[src/rtl/elelock_seq_ctrl_if.sv]
// Key-pad and lock-actuator signal bundle for the sequenced code-entry lock.
// The master side drives the key switches and the close request; the slave side drives the lock status.
interface elelock_seq_ctrl_if;
  logic [9:0] tenkey;
  logic       close;
  logic       lock;
  logic       lockout;
  logic       err;
  logic [2:0] digit_cnt;

  modport master (
    output tenkey, close,
    input  lock, lockout, err, digit_cnt
  );

  modport slave (
    input  tenkey, close,
    output lock, lockout, err, digit_cnt
  );
endinterface

[src/rtl/elelock_seq_ctrl.sv]
// Four-digit code-entry lock controller: debounced one-hot key presses build a code that is
// checked against SECRET, with a lockout after repeated failures and an idle-entry timeout.
module elelock_seq_ctrl #(
  parameter logic [15:0] SECRET      = 16'h5963,
  parameter int          MAX_FAIL    = 3,
  parameter int          LOCKOUT_CYC = 1000,
  parameter int          TIMEOUT_CYC = 500
) (
  input  logic               clk,
  input  logic               reset,
  elelock_seq_ctrl_if.slave  bus
);

  localparam int FAIL_W = $clog2(MAX_FAIL + 1);
  localparam int LOCK_W = $clog2(LOCKOUT_CYC);
  localparam int IDLE_W = $clog2(TIMEOUT_CYC);

  localparam logic [FAIL_W-1:0] FAIL_LIMIT = FAIL_W'(MAX_FAIL);
  localparam logic [LOCK_W-1:0] LOCK_LOAD  = LOCK_W'(LOCKOUT_CYC - 1);
  localparam logic [IDLE_W-1:0] IDLE_LAST  = IDLE_W'(TIMEOUT_CYC - 1);

  // A secret containing a non-BCD nibble can never be entered.
  localparam bit SECRET_VALID = (SECRET[15:12] <= 4'd9) && (SECRET[11:8] <= 4'd9) &&
                                (SECRET[7:4] <= 4'd9) && (SECRET[3:0] <= 4'd9);

  typedef enum logic [1:0] {
    LOCKED   = 2'd0,
    ENTRY    = 2'd1,
    UNLOCKED = 2'd2,
    LOCKOUT  = 2'd3
  } state_t;

  state_t              state_reg, state_next;
  logic [9:0]          tenkey_q_reg;
  logic [3:0]          digit_reg [3];
  logic [2:0]          cnt_reg, cnt_next;
  logic [FAIL_W-1:0]   fail_reg, fail_next;
  logic [LOCK_W-1:0]   lock_tmr_reg, lock_tmr_next;
  logic [IDLE_W-1:0]   idle_reg, idle_next;
  logic                err_reg, err_next;
  logic                digit_store;

  logic [3:0]          enc_term [10];
  logic [3:0]          key_digit;
  logic                key_onehot;
  logic                press;
  logic [2:0]          digit_hit;
  logic                code_match;
  logic [FAIL_W-1:0]   fail_inc;

  genvar gi;
  generate
    for (gi = 0; gi < 10; gi++) begin : g_enc
      assign enc_term[gi] = bus.tenkey[gi] ? 4'(gi) : 4'd0;
    end
    for (gi = 0; gi < 3; gi++) begin : g_hit
      assign digit_hit[gi] = (digit_reg[gi] == SECRET[15 - 4*gi -: 4]);
    end
  endgenerate

  always_comb begin
    key_digit = 4'd0;
    for (int i = 0; i < 10; i++) begin
      key_digit = key_digit | enc_term[i];
    end
  end

  // A press is a clean one-hot sample directly following an all-zero sample.
  assign key_onehot = (bus.tenkey != 10'd0) && ((bus.tenkey & (bus.tenkey - 10'd1)) == 10'd0);
  assign press      = key_onehot && (tenkey_q_reg == 10'd0);
  assign code_match = SECRET_VALID && (&digit_hit) && (key_digit == SECRET[3:0]);
  assign fail_inc   = fail_reg + FAIL_W'(1);

  always_comb begin
    state_next    = state_reg;
    cnt_next      = cnt_reg;
    fail_next     = fail_reg;
    lock_tmr_next = lock_tmr_reg;
    idle_next     = idle_reg;
    err_next      = 1'b0;
    digit_store   = 1'b0;

    case (state_reg)
      LOCKED: begin
        if (press) begin
          digit_store = 1'b1;
          cnt_next    = 3'd1;
          idle_next   = '0;
          state_next  = ENTRY;
        end
      end

      ENTRY: begin
        if (press) begin
          idle_next = '0;
          if (cnt_reg < 3'd3) begin
            digit_store = 1'b1;
            cnt_next    = cnt_reg + 3'd1;
          end else begin
            cnt_next = 3'd0;
            if (code_match) begin
              fail_next  = '0;
              state_next = UNLOCKED;
            end else begin
              err_next = 1'b1;
              if (fail_inc == FAIL_LIMIT) begin
                fail_next     = '0;
                lock_tmr_next = LOCK_LOAD;
                state_next    = LOCKOUT;
              end else begin
                fail_next  = fail_inc;
                state_next = LOCKED;
              end
            end
          end
        end else if (idle_reg == IDLE_LAST) begin
          idle_next  = '0;
          cnt_next   = 3'd0;
          state_next = LOCKED;
        end else begin
          idle_next = idle_reg + IDLE_W'(1);
        end
      end

      UNLOCKED: begin
        if (bus.close) begin
          state_next = LOCKED;
        end
      end

      LOCKOUT: begin
        if (lock_tmr_reg == '0) begin
          state_next = LOCKED;
        end else begin
          lock_tmr_next = lock_tmr_reg - LOCK_W'(1);
        end
      end

      default: state_next = LOCKED;
    endcase
  end

  always_ff @(posedge clk) begin
    if (reset) begin
      state_reg    <= LOCKED;
      tenkey_q_reg <= '0;
      cnt_reg      <= '0;
      fail_reg     <= '0;
      lock_tmr_reg <= '0;
      idle_reg     <= '0;
      err_reg      <= 1'b0;
      for (int i = 0; i < 3; i++) begin
        digit_reg[i] <= 4'd0;
      end
    end else begin
      state_reg    <= state_next;
      tenkey_q_reg <= bus.tenkey;
      cnt_reg      <= cnt_next;
      fail_reg     <= fail_next;
      lock_tmr_reg <= lock_tmr_next;
      idle_reg     <= idle_next;
      err_reg      <= err_next;
      for (int i = 0; i < 3; i++) begin
        if (digit_store && (cnt_reg == 3'(i))) begin
          digit_reg[i] <= key_digit;
        end
      end
    end
  end

  assign bus.lock      = (state_reg != UNLOCKED);
  assign bus.lockout   = (state_reg == LOCKOUT);
  assign bus.err       = err_reg;
  assign bus.digit_cnt = cnt_reg;

endmodule

[src/flat_wrapper.sv]
// flat-port wrapper written by rule: the top's interface ports become plain ports
module elelock_seq_ctrl_flat 
#(
  parameter logic [15:0] SECRET      = 16'h5963,
  parameter int          MAX_FAIL    = 3,
  parameter int          LOCKOUT_CYC = 1000,
  parameter int          TIMEOUT_CYC = 500
)
  (clk, reset, bus_tenkey, bus_close, bus_lock, bus_lockout, bus_err, bus_digit_cnt);
  elelock_seq_ctrl_if bus_i ();
  input  logic clk;
  input  logic reset;
  input wire logic [$bits(bus_i.tenkey)-1:0] bus_tenkey;
  input wire logic [$bits(bus_i.close)-1:0] bus_close;
  output wire logic [$bits(bus_i.lock)-1:0] bus_lock;
  output wire logic [$bits(bus_i.lockout)-1:0] bus_lockout;
  output wire logic [$bits(bus_i.err)-1:0] bus_err;
  output wire logic [$bits(bus_i.digit_cnt)-1:0] bus_digit_cnt;
  assign bus_i.tenkey = bus_tenkey;
  assign bus_i.close = bus_close;
  assign bus_lock = bus_i.lock;
  assign bus_lockout = bus_i.lockout;
  assign bus_err = bus_i.err;
  assign bus_digit_cnt = bus_i.digit_cnt;
  elelock_seq_ctrl #(.SECRET(SECRET), .MAX_FAIL(MAX_FAIL), .LOCKOUT_CYC(LOCKOUT_CYC), .TIMEOUT_CYC(TIMEOUT_CYC)) u_core (.clk(clk), .reset(reset), .bus(bus_i));
endmodule
[config.mk]
export PLATFORM = sky130hd
export DESIGN_NAME = elelock_seq_ctrl_flat
export DESIGN_NICKNAME = d
export VERILOG_FILES = /design/src/rtl/elelock_seq_ctrl_if.sv /design/src/rtl/elelock_seq_ctrl.sv /design/src/flat_wrapper.sv
export SDC_FILE = /design/constraint.sdc
export NUM_CORES = 1
export LEC_CHECK = 0
export ABC_CLOCK_PERIOD_IN_PS = 2300
export BUFFER_PORTS_ARGS = -buffer_cell sky130_fd_sc_hd__buf_2
export CORE_AREA = 3 3 79 119
export CTS_BUF_LIST = sky130_fd_sc_hd__clkbuf_4 sky130_fd_sc_hd__clkbuf_8 sky130_fd_sc_hd__clkbuf_16
export CTS_CLUSTER_DIAMETER = 60
export DETAILED_ROUTE_END_ITERATION = 16
export DIE_AREA = 0 0 82 122
export MAX_ROUTING_LAYER = met4
export PLACE_DENSITY = 0.44
export SYNTH_ARGS = -nofsm -noshare
export SYNTH_HDL_FRONTEND = slang
export SYNTH_SLANG_ARGS = --single-unit
[constraint.sdc]
create_clock -name clk -period 2.3 [get_ports clk]
set_input_delay 0.115 -clock clk [delete_from_list [all_inputs] [get_ports clk]]
set_output_delay 0.115 -clock clk [all_outputs]
set_load 0.01 [all_outputs]
== Yosys cells after proc, flatten, opt, wreduce, memory -nomap -nowiden ==
Memory sizes are Yosys's and may differ from the RTL's.
Index checks and enable logic that the tools add are counted.

* Word-level logic and storage cells: 126
* Output and inout port bits: 6
* Memories kept: 1
* Input port bits: 13
* Bits in latches: 0
* Memory bits (read-only): 0
* Register bits: 37
* Memory bits (writable): 12

* Reductions and logical operators: 21
* $add $sub $neg: 5
* Muxes and demuxes: 54
* Multiply operators: 0
* Order comparisons: 1
* Shift-type cells: 0
* Eq/ne operators: 22
* Div/mod/pow operators: 0
* Bitwise logic cells: 15

{| class="wikitable"
|+ Memory list
! name !! depth !! bits a word !! rd ports !! clocked after memory_dff !! write ports !! line !! RTL
|-
| u_core.digit_reg || 3 || 4 || 3 || 0 || 3 || elelock_seq_ctrl.sv:35 || <nowiki>logic [3:0] digit_reg [3];</nowiki>
|}

{| class="wikitable"
|+ Operators by type and width
! operator !! count
|-
| 2-to-1 mux 10 bit || 5
|-
| bitwise OR 4 bit || 8
|-
| zero test 10 bit || 3
|-
| 2-to-1 mux 9 bit || 3
|-
| 2-to-1 mux 2 bit || 12
|-
| 2-to-1 mux 3 bit || 8
|-
| 2-to-1 mux 4 bit || 5
|-
| one-hot mux 10 bit (2 select lines) || 1
|-
| subtractor 10 x 1 -> 10 bit, second input constant || 2
|-
| one-hot mux 9 bit (2 select lines) || 1
|-
| 2-to-1 mux 1 bit || 16
|-
| AND 10 bit || 1
|-
| inequality test 2 bit, second input constant || 5
|-
| nonzero test 10 bit || 1
|-
| adder 9 x 1 -> 9 bit, second input constant || 1
|-
| == test 9 bit, second input constant || 1
|-
| AND reduction 3 bit || 3
|-
| == test 4 x 3 -> 1 bit, second input constant || 2
|-
| inequality test 2 x 1 -> 1 bit, second input constant || 4
|-
| one-hot mux 2 bit (4 select lines) || 1
|-
| == test 2 bit, second input constant || 3
|-
| logical AND 1 bit || 6
|-
| one-hot mux 3 bit (2 select lines) || 1
|-
| AND reduction 6 bit || 1
|-
| other kinds (19) || 24
|}

== Longest topological paths before layout ==
Gate-level depths: netlist (run 1).

* Depth in word-level cells: 15
* Depth in mapped cells: 9
* Mapped depth without buffers: 8

== Worst setup path before layout (run 1) ==
Ideal clock, no wire load.

* Path kind: input -> register
* Start point: input bus_tenkey[5]
* End point: memory u_core.digit_reg[1][0] (netlist: u_core.digit_reg[0][4]), enable pin
* Slack: 0.102 ns
* Cell stages on the path: 7
* Library setup time: 0.256 ns
* Buffers on the path: 1
* Required time: 2.044 ns
* Arrival: 1.942 ns
* Path through: or4_4 > or3_1 > a31o_2 > and3_4 > buf_6 > and2_1 > a21o_1

{| class="wikitable"
|+ RTL lines
! item !! line !! RTL
|-
| start, declared || flat_wrapper.sv:13 || <nowiki>input wire logic [$bits(bus_i.tenkey)-1:0] bus_tenkey;</nowiki>
|-
| end, declared || elelock_seq_ctrl.sv:35 ||
|}

== Worst setup path in the final report (run 1) ==
* Start point: register u_core.lock_tmr_reg[0]
* End point: register u_core.lock_tmr_reg[9]

* Word-level cells in the longest chain between the ends: 3
* Elaborated cells between the ends (all ways): 6
* Classes of those cells: 1 x add/sub; 1 x eq/ne; 2 x mux; 2 x reduce/logical

{| class="wikitable"
|+ RTL lines
! item !! line !! RTL
|-
| start, declared || elelock_seq_ctrl.sv:38 || <nowiki>logic [LOCK_W-1:0] lock_tmr_reg, lock_tmr_next;</nowiki>
|-
| start signal, assigned || elelock_seq_ctrl.sv:160 || <nowiki>lock_tmr_reg <= lock_tmr_next;</nowiki>
|-
| subtractor 10 x 1 -> 10 bit / zero test 10 bit (equally long branches) || elelock_seq_ctrl.sv:135, elelock_seq_ctrl.sv:132 ||
|-
| 2-to-1 mux 10 bit / inequality test 2 bit (equally long branches) || n/a ||
|-
| one-hot mux 10 bit (2 select lines) / AND reduction 6 bit (equally long branches) || n/a ||
|}

Parallel ways exist; a longest one is shown, timed or not. The select of a mux whose other input is x is not followed.
A chain may end at the register's enable or synchronous reset.

==> metrics.cfg, run 1 <==
[status]
outcome = complete, no violations

[sta]
fin_crit_ps = 2130
relSlewSlack_pct = 74.5
fin_worst_skew_ps = 11.8
setup_tns_ps = 0
tightest_slew_ps = 379
rsz0062_at_grt = no
period_share_pct = 92.6
hold_violations = 0
slew_violations = 0
max_freq_mhz = 470
setup_viol = 0

[layout]
final_nets = 294
drive_above_1_share_pct = 17.8
seq_area_mm2 = 0.00110
stdcell_area_mm2 = 0.00282
multi_input_area_mm2 = 0.00119
antenna_cells = 0
fill_cells = 904
area_growth_pct = 19.5
largest_register_ffs = 12

[synth]
synth-seq-cells = 49
yosysMostFrequentCell = dfxtp_1
synthCells = 249
synth_area_leaders = dfxtp_1 (31%), edfxtp_1 (15%), nor2_1 (4.0%), nor2b_1 (3.5%), a21oi_1 (3.2%)
synth_top_area_share_pct = 31.4
synth.distinct_cells = 47
syn-num-nets = 268
synth_top_area_cell = dfxtp_1
async_flop_share_pct = 0
yosys-top-cells-count = dfxtp_1 (37), nor2_1 (25), nand2_1 (17)
netlist_area_mm2 = 0.00236
ys.flop_type = dfxtp_1
yosysSeqAreaShare_pct = 46.7
syn_avg_cell_area_um2 = 9.47
synth_edf_count = 12
synth_warnings = 0

[floorplanning]
core_mm2 = 0.00841
die-area_mm2 = 0.0100
start_util_pct = 28.0
num_rows = 41
die_h_um = 122
io_pins = 19
die_w_um = 82

[clock_tree]
clockRootBuffer = clkbuf_16
postCtsSetupBuffers = 0
cts_resized = 0
clk_latency_ps = 290
htree_levels = 2
cts_tree = yes
numCtsBuffers = 5
path_clk_slew_ps = 70
ctsHoldBuffers = 0
cts.path.max_buffers = 2
cts.sinks = 49

[setup_path]
startpoint = u_core.lock_tmr_reg[0]
critPathLaunchType = register
cp.arrival_ps = 2330
cp.required_ps = 2500
worstReg2RegStart = u_core.lock_tmr_reg[0]
critPathKind = register to register
crit_path_end_kind = register
path_max_fanout = 4

[routing]
drt_iter0_drc = 47
routed_wl_um = 5280
ant_nets = 0
drc = 0
first_pass_iters = 4
vias = 1892
wl_per_cell_um = 13.8
via_per_inst = 4.94

[placed_design]
io_buffers = 18
globalplace.congestion = 0.756
placed_area_mm2 = 0.00264
place_hpwl_um = 3830

[grt]
grt_max_degree = 21
grt_util_all_layers_pct = 11.8
grt_pass1_vias = 1863
grt_overflow = 0
antenna_found_initial = 0
grt_pass1_wl_um = 8830

[job]
max_cap_viol_count = 0

[pwr]
ir_drop_uv = 371
p_leak_nw = 1.02
power_density_mw_per_mm2 = 649

[worst_hold_path]
hold_path.class = input port to register
hold_start = bus_tenkey[0]

==> area by class of cell <==
cell class	instances	share of cell area (%)
Sequential cell	49	39.1
Clock inverter	1	1.07
Tap cell	107	4.75
Inverter	5	0.666
Clock buffer	7	5.20
Multi-Input combinational cell	183	42.1
Timing Repair Buffer	31	7.10
==> stage by stage <==
stage	utilization, %	worst slack [ps]	hold slack (ps)	total power, mW	instances
2_1_floorplan	-	102	243	0.956	249
3_3_place_gp	31.3	20.1	401	0.993	375
3_5_place_dp	31.3	10.4	416	0.994	375
4_1_cts	33.4	102	119	1.86	383
5_1_grt	33.5	48.0	130	1.90	383
6_report	33.5	171	127	1.83	383
==> metal layers <==
layer	vias to the layer above	track usage (%)	share of wire, %
met3	7	2.51	2.4
met5	-	-	0
li1	966	-	-
met2	20	19.5	51
met1	899	13.7	45
met4	0	4.99	2.0
==> kinds of logic (layout without fill, tap and decap cells) <==
| logic type | after synthesis | in the layout | synth area share (%) |
|---|---|---|---|
| AND/OR/NAND/NOR | 122 | 122 | 29.3 |
| flip-flops | 49 | 49 | 46.7 |
| AO/OA/AOI/OAI | 45 | 45 | 13.9 |
| buffers and inverters | 17 | 44 | 3.13 |
| XOR/XNOR | 8 | 8 | 2.97 |
| adder cells (fa/ha/maj) | 7 | 7 | 3.61 |
| multiplexers | 1 | 1 | 0.425 |
==> worst paths after layout <==
path / to / slack [ps] / cells after the start
setup / recovery: u_core.lock_tmr_reg[9] / 170 / 7
setup reg to reg: u_core.lock_tmr_reg[9] / 170 / 7
hold reg to reg: u_core.fail_reg[1] / 470 / 2
hold / removal: u_core.tenkey_q_reg[0] / 130 / 2
==> cell usage in the layout (no fill, tap or decap), drive strengths merged, types with 2 or more instances in the layout <==
cell type | netlist | routed
or3 | 7 | 7
nor4bb | 3 | 3
ha | 6 | 6
nor3 | 10 | 10
nand2b | 8 | 8
a21oi | 15 | 15
nand4 | 6 | 6
nor3b | 2 | 2
nand3 | 9 | 9
a311oi | 8 | 8
o211ai | 2 | 2
clkbuf | 9 | 7
buf | 3 | 31
and2 | 3 | 3
nor4 | 7 | 7
a31oi | 2 | 2
dfxtp | 37 | 37
a211oi | 3 | 3
a21o | 4 | 4
o21ai | 4 | 4
or4 | 5 | 5
and3 | 2 | 2
nand4b | 2 | 2
nand2 | 17 | 17
edfxtp | 12 | 12
xnor2 | 6 | 6
nor2 | 26 | 26
nor2b | 13 | 13
inv | 5 | 5
a32oi | 2 | 2
xor2 | 2 | 2
==> power by group <==
group | total (mW) | leakage, nW | switching (mW) | internal (mW)
Sequential | 0.899 | 0.430 | 0.00400 | 0.895
Combinational | 0.0745 | 0.502 | 0.0449 | 0.0296
Clock | 0.855 | 0.0875 | 0.300 | 0.555
==> worst max-delay path, cell delays in order (launching register included) <==
cell      delay [ps]
dfxtp_1          340
or3_1            410
or3_1            370
or3_1            360
nor3_2           140
nand2b_1         120
a21oi_1           60
a311oi_1         240
(Power assumes the default switching activity.)
==> run 2, diff against run 1 <==
==> constraint.sdc (replaced) <==
create_clock -name clk -period 2.3 [get_ports clk]
set_input_delay 0.115 -clock clk [delete_from_list [all_inputs] [get_ports clk]]
set_output_delay 0.115 -clock clk [all_outputs]
set_load 0.1 [all_outputs]
==> run 2 against run 1 <==
  * Register-to-register slack lost 40 ps
  * Die area is the same
  * Clock skew shrank 2.9 ps
  * Core utilization shrank 0.18 points
  * Non-clock buffer count is the same
  * Sequential power is essentially flat
  * Maximum frequency shrank 1.7%
  * First-iteration DRC count grew 100%
  * Count of clock-buffer cells in the layout shrank 1
  * Power shrank 1.5%
  * Via count shrank 2.1%
  * Setup slack lost 37 ps
  * Critical path type unchanged
==> metrics.cfg, run 2 (synthesized netlist as in run 1, its figures left out) <==
[clock_tree]
htree_levels = 2  ; unchanged
path_clk_slew_ps = 70  ; about the same
postCtsSetupBuffers = 0  ; unchanged
clk_latency_ps = 290  ; about the same
cts.sinks = 49  ; unchanged
numCtsBuffers = 5  ; unchanged
cts_tree = yes  ; unchanged
cts_resized = 0  ; unchanged
cts.path.max_buffers = 2  ; unchanged
clockRootBuffer = clkbuf_16  ; unchanged
ctsHoldBuffers = 0  ; unchanged

[setup_path]
startpoint = u_core.lock_tmr_reg[0]  ; unchanged
critPathLaunchType = register  ; unchanged
worstReg2RegStart = u_core.lock_tmr_reg[0]  ; unchanged
crit_path_end_kind = register  ; unchanged
cp.arrival_ps = 2360  ; was 2330 ps
cp.required_ps = 2500  ; about the same
path_max_fanout = 4  ; unchanged
critPathKind = register to register  ; unchanged

[layout]
fill_cells = 897  ; was 904
seq_area_mm2 = 0.00110  ; unchanged
multi_input_area_mm2 = 0.00118  ; was 0.00119 mm2
drive_above_1_share_pct = 17.0  ; was 17.8%
area_growth_pct = 18.9  ; was 19.5%
layout_commonest_cell = dfxtp_1  ; unchanged
final_nets = 294  ; unchanged
largest_register_ffs = 12  ; unchanged
final_util_pct = 33.3  ; was 33.5%
antenna_cells = 0  ; unchanged
layout_common_cells = dfxtp_1 (37), nor2_1 (25), buf_2 (18)  ; unchanged

[grt]
antenna_found_initial = 0  ; unchanged
grt_pass1_vias = 1825  ; was 1863
grt_util_all_layers_pct = 11.8  ; about the same
grt_overflow = 0  ; unchanged
grt_pass1_wl_um = 8780  ; was 8830 um
grt_max_degree = 21  ; unchanged

[sta]
fin_worst_skew_ps = 8.85  ; was 11.8 ps
slew_violations = 0  ; unchanged
period_share_pct = 94.2  ; was 92.6%
rsz0062_at_grt = no  ; unchanged
setup_viol = 0  ; unchanged
hold_violations = 0  ; unchanged
setup_tns_ps = 0  ; unchanged
holdWs_ps = 117  ; was 127 ps
tightest_slew_ps = 499  ; was 379 ps
max_freq_mhz = 462  ; was 470 MHz
fin_crit_ps = 2170  ; was 2130 ps
relSlewSlack_pct = 66.9  ; was 74.5%

[worst_hold_path]
hold_path.class = input port to register  ; unchanged
hold_start = bus_tenkey[1]  ; was bus_tenkey[0]

[routing]
met1_length_um = 2350  ; was 2380 um
wl_met3_um = 164  ; was 127 um
wl_met2_um = 2650  ; was 2670 um
drc = 0  ; unchanged
vias = 1853  ; was 1892
drt_iter0_drc = 94  ; was 47
via_per_inst = 4.84  ; was 4.94
first_pass_iters = 4  ; unchanged
routed_wl_um = 5260  ; was 5280 um
ant_nets = 0  ; unchanged
wl_per_cell_um = 13.7  ; was 13.8 um
highest_layer = met4  ; unchanged

[floorplanning]
core_mm2 = 0.00841  ; unchanged
num_rows = 41  ; unchanged
die_h_um = 122  ; unchanged
io_pins = 19  ; unchanged
start_util_pct = 28.0  ; unchanged
die-area_mm2 = 0.0100  ; unchanged
die_w_um = 82  ; unchanged

[job]
max_cap_viol_count = 0  ; unchanged

[placed_design]
io_buffers = 18  ; unchanged
place_hpwl_um = 3850  ; was 3830 um
globalplace.congestion = 0.749  ; was 0.756

[pwr]
p_leak_nw = 1.01  ; was 1.02 nW
ir_drop_uv = 431  ; was 371 uV
power_density_mw_per_mm2 = 642  ; was 649 mW/mm2
p_total_mw = 1.80  ; was 1.83 mW

[status]
outcome = complete, no violations  ; unchanged

-- run 2: worst max-delay path, cell delays in order (launching register included) --
cell and delay, ps:
dfxtp_1 340, or3_1 420, or3_1 370, or3_1 340
nor3_1 190, nand2b_1 130, a21oi_1 60, a311oi_1 230
-- run 2: metal layers --
layer	up-vias	track usage, %
met2	19	19.3
met1	863	13.6
met3	7	3.03
met4	0	4.68
li1	964	-
met5	-	-
-- run 2: power breakdown --
group | switching, mW | internal, mW | leakage [nW]
logic | 0.0442 | 0.0296 | 0.501
clock network | 0.306 | 0.522 | 0.0819
registers | 0.00392 | 0.895 | 0.430
-- run 2: worst paths after layout --
path | endpoint | slack [ps] | depth (start not counted)
max | u_core.lock_tmr_reg[9] | 130 | 7
min | u_core.tenkey_q_reg[1] | 120 | 2
max reg2reg | u_core.lock_tmr_reg[9] | 130 | 7
min reg2reg | u_core.fail_reg[1] | 460 | 2
-- run 2: cell type report --
cell class | count | share of cell area, %
timing repair buffer | 31 | 7.14
clock buffer | 6 | 4.73
multi-input combinational | 183 | 42.2
clock inverter | 2 | 1.21
sequential | 49 | 39.3
tap | 107 | 4.78
inverter | 5 | 0.670
-- run 2: metrics by stage --
| stage | instance area (um2) | worst slack (ps) | std cells |
|---|---|---|---|
| after floorplan | 2360 | 47.9 | 249 |
| after global placement | 2640 | 22.3 | 375 |
| after detailed placement | 2640 | 3.17 | 375 |
| after CTS | 2800 | 124 | 383 |
| after global routing | 2800 | 3.69 | 383 |
| final | 2800 | 134 | 383 |
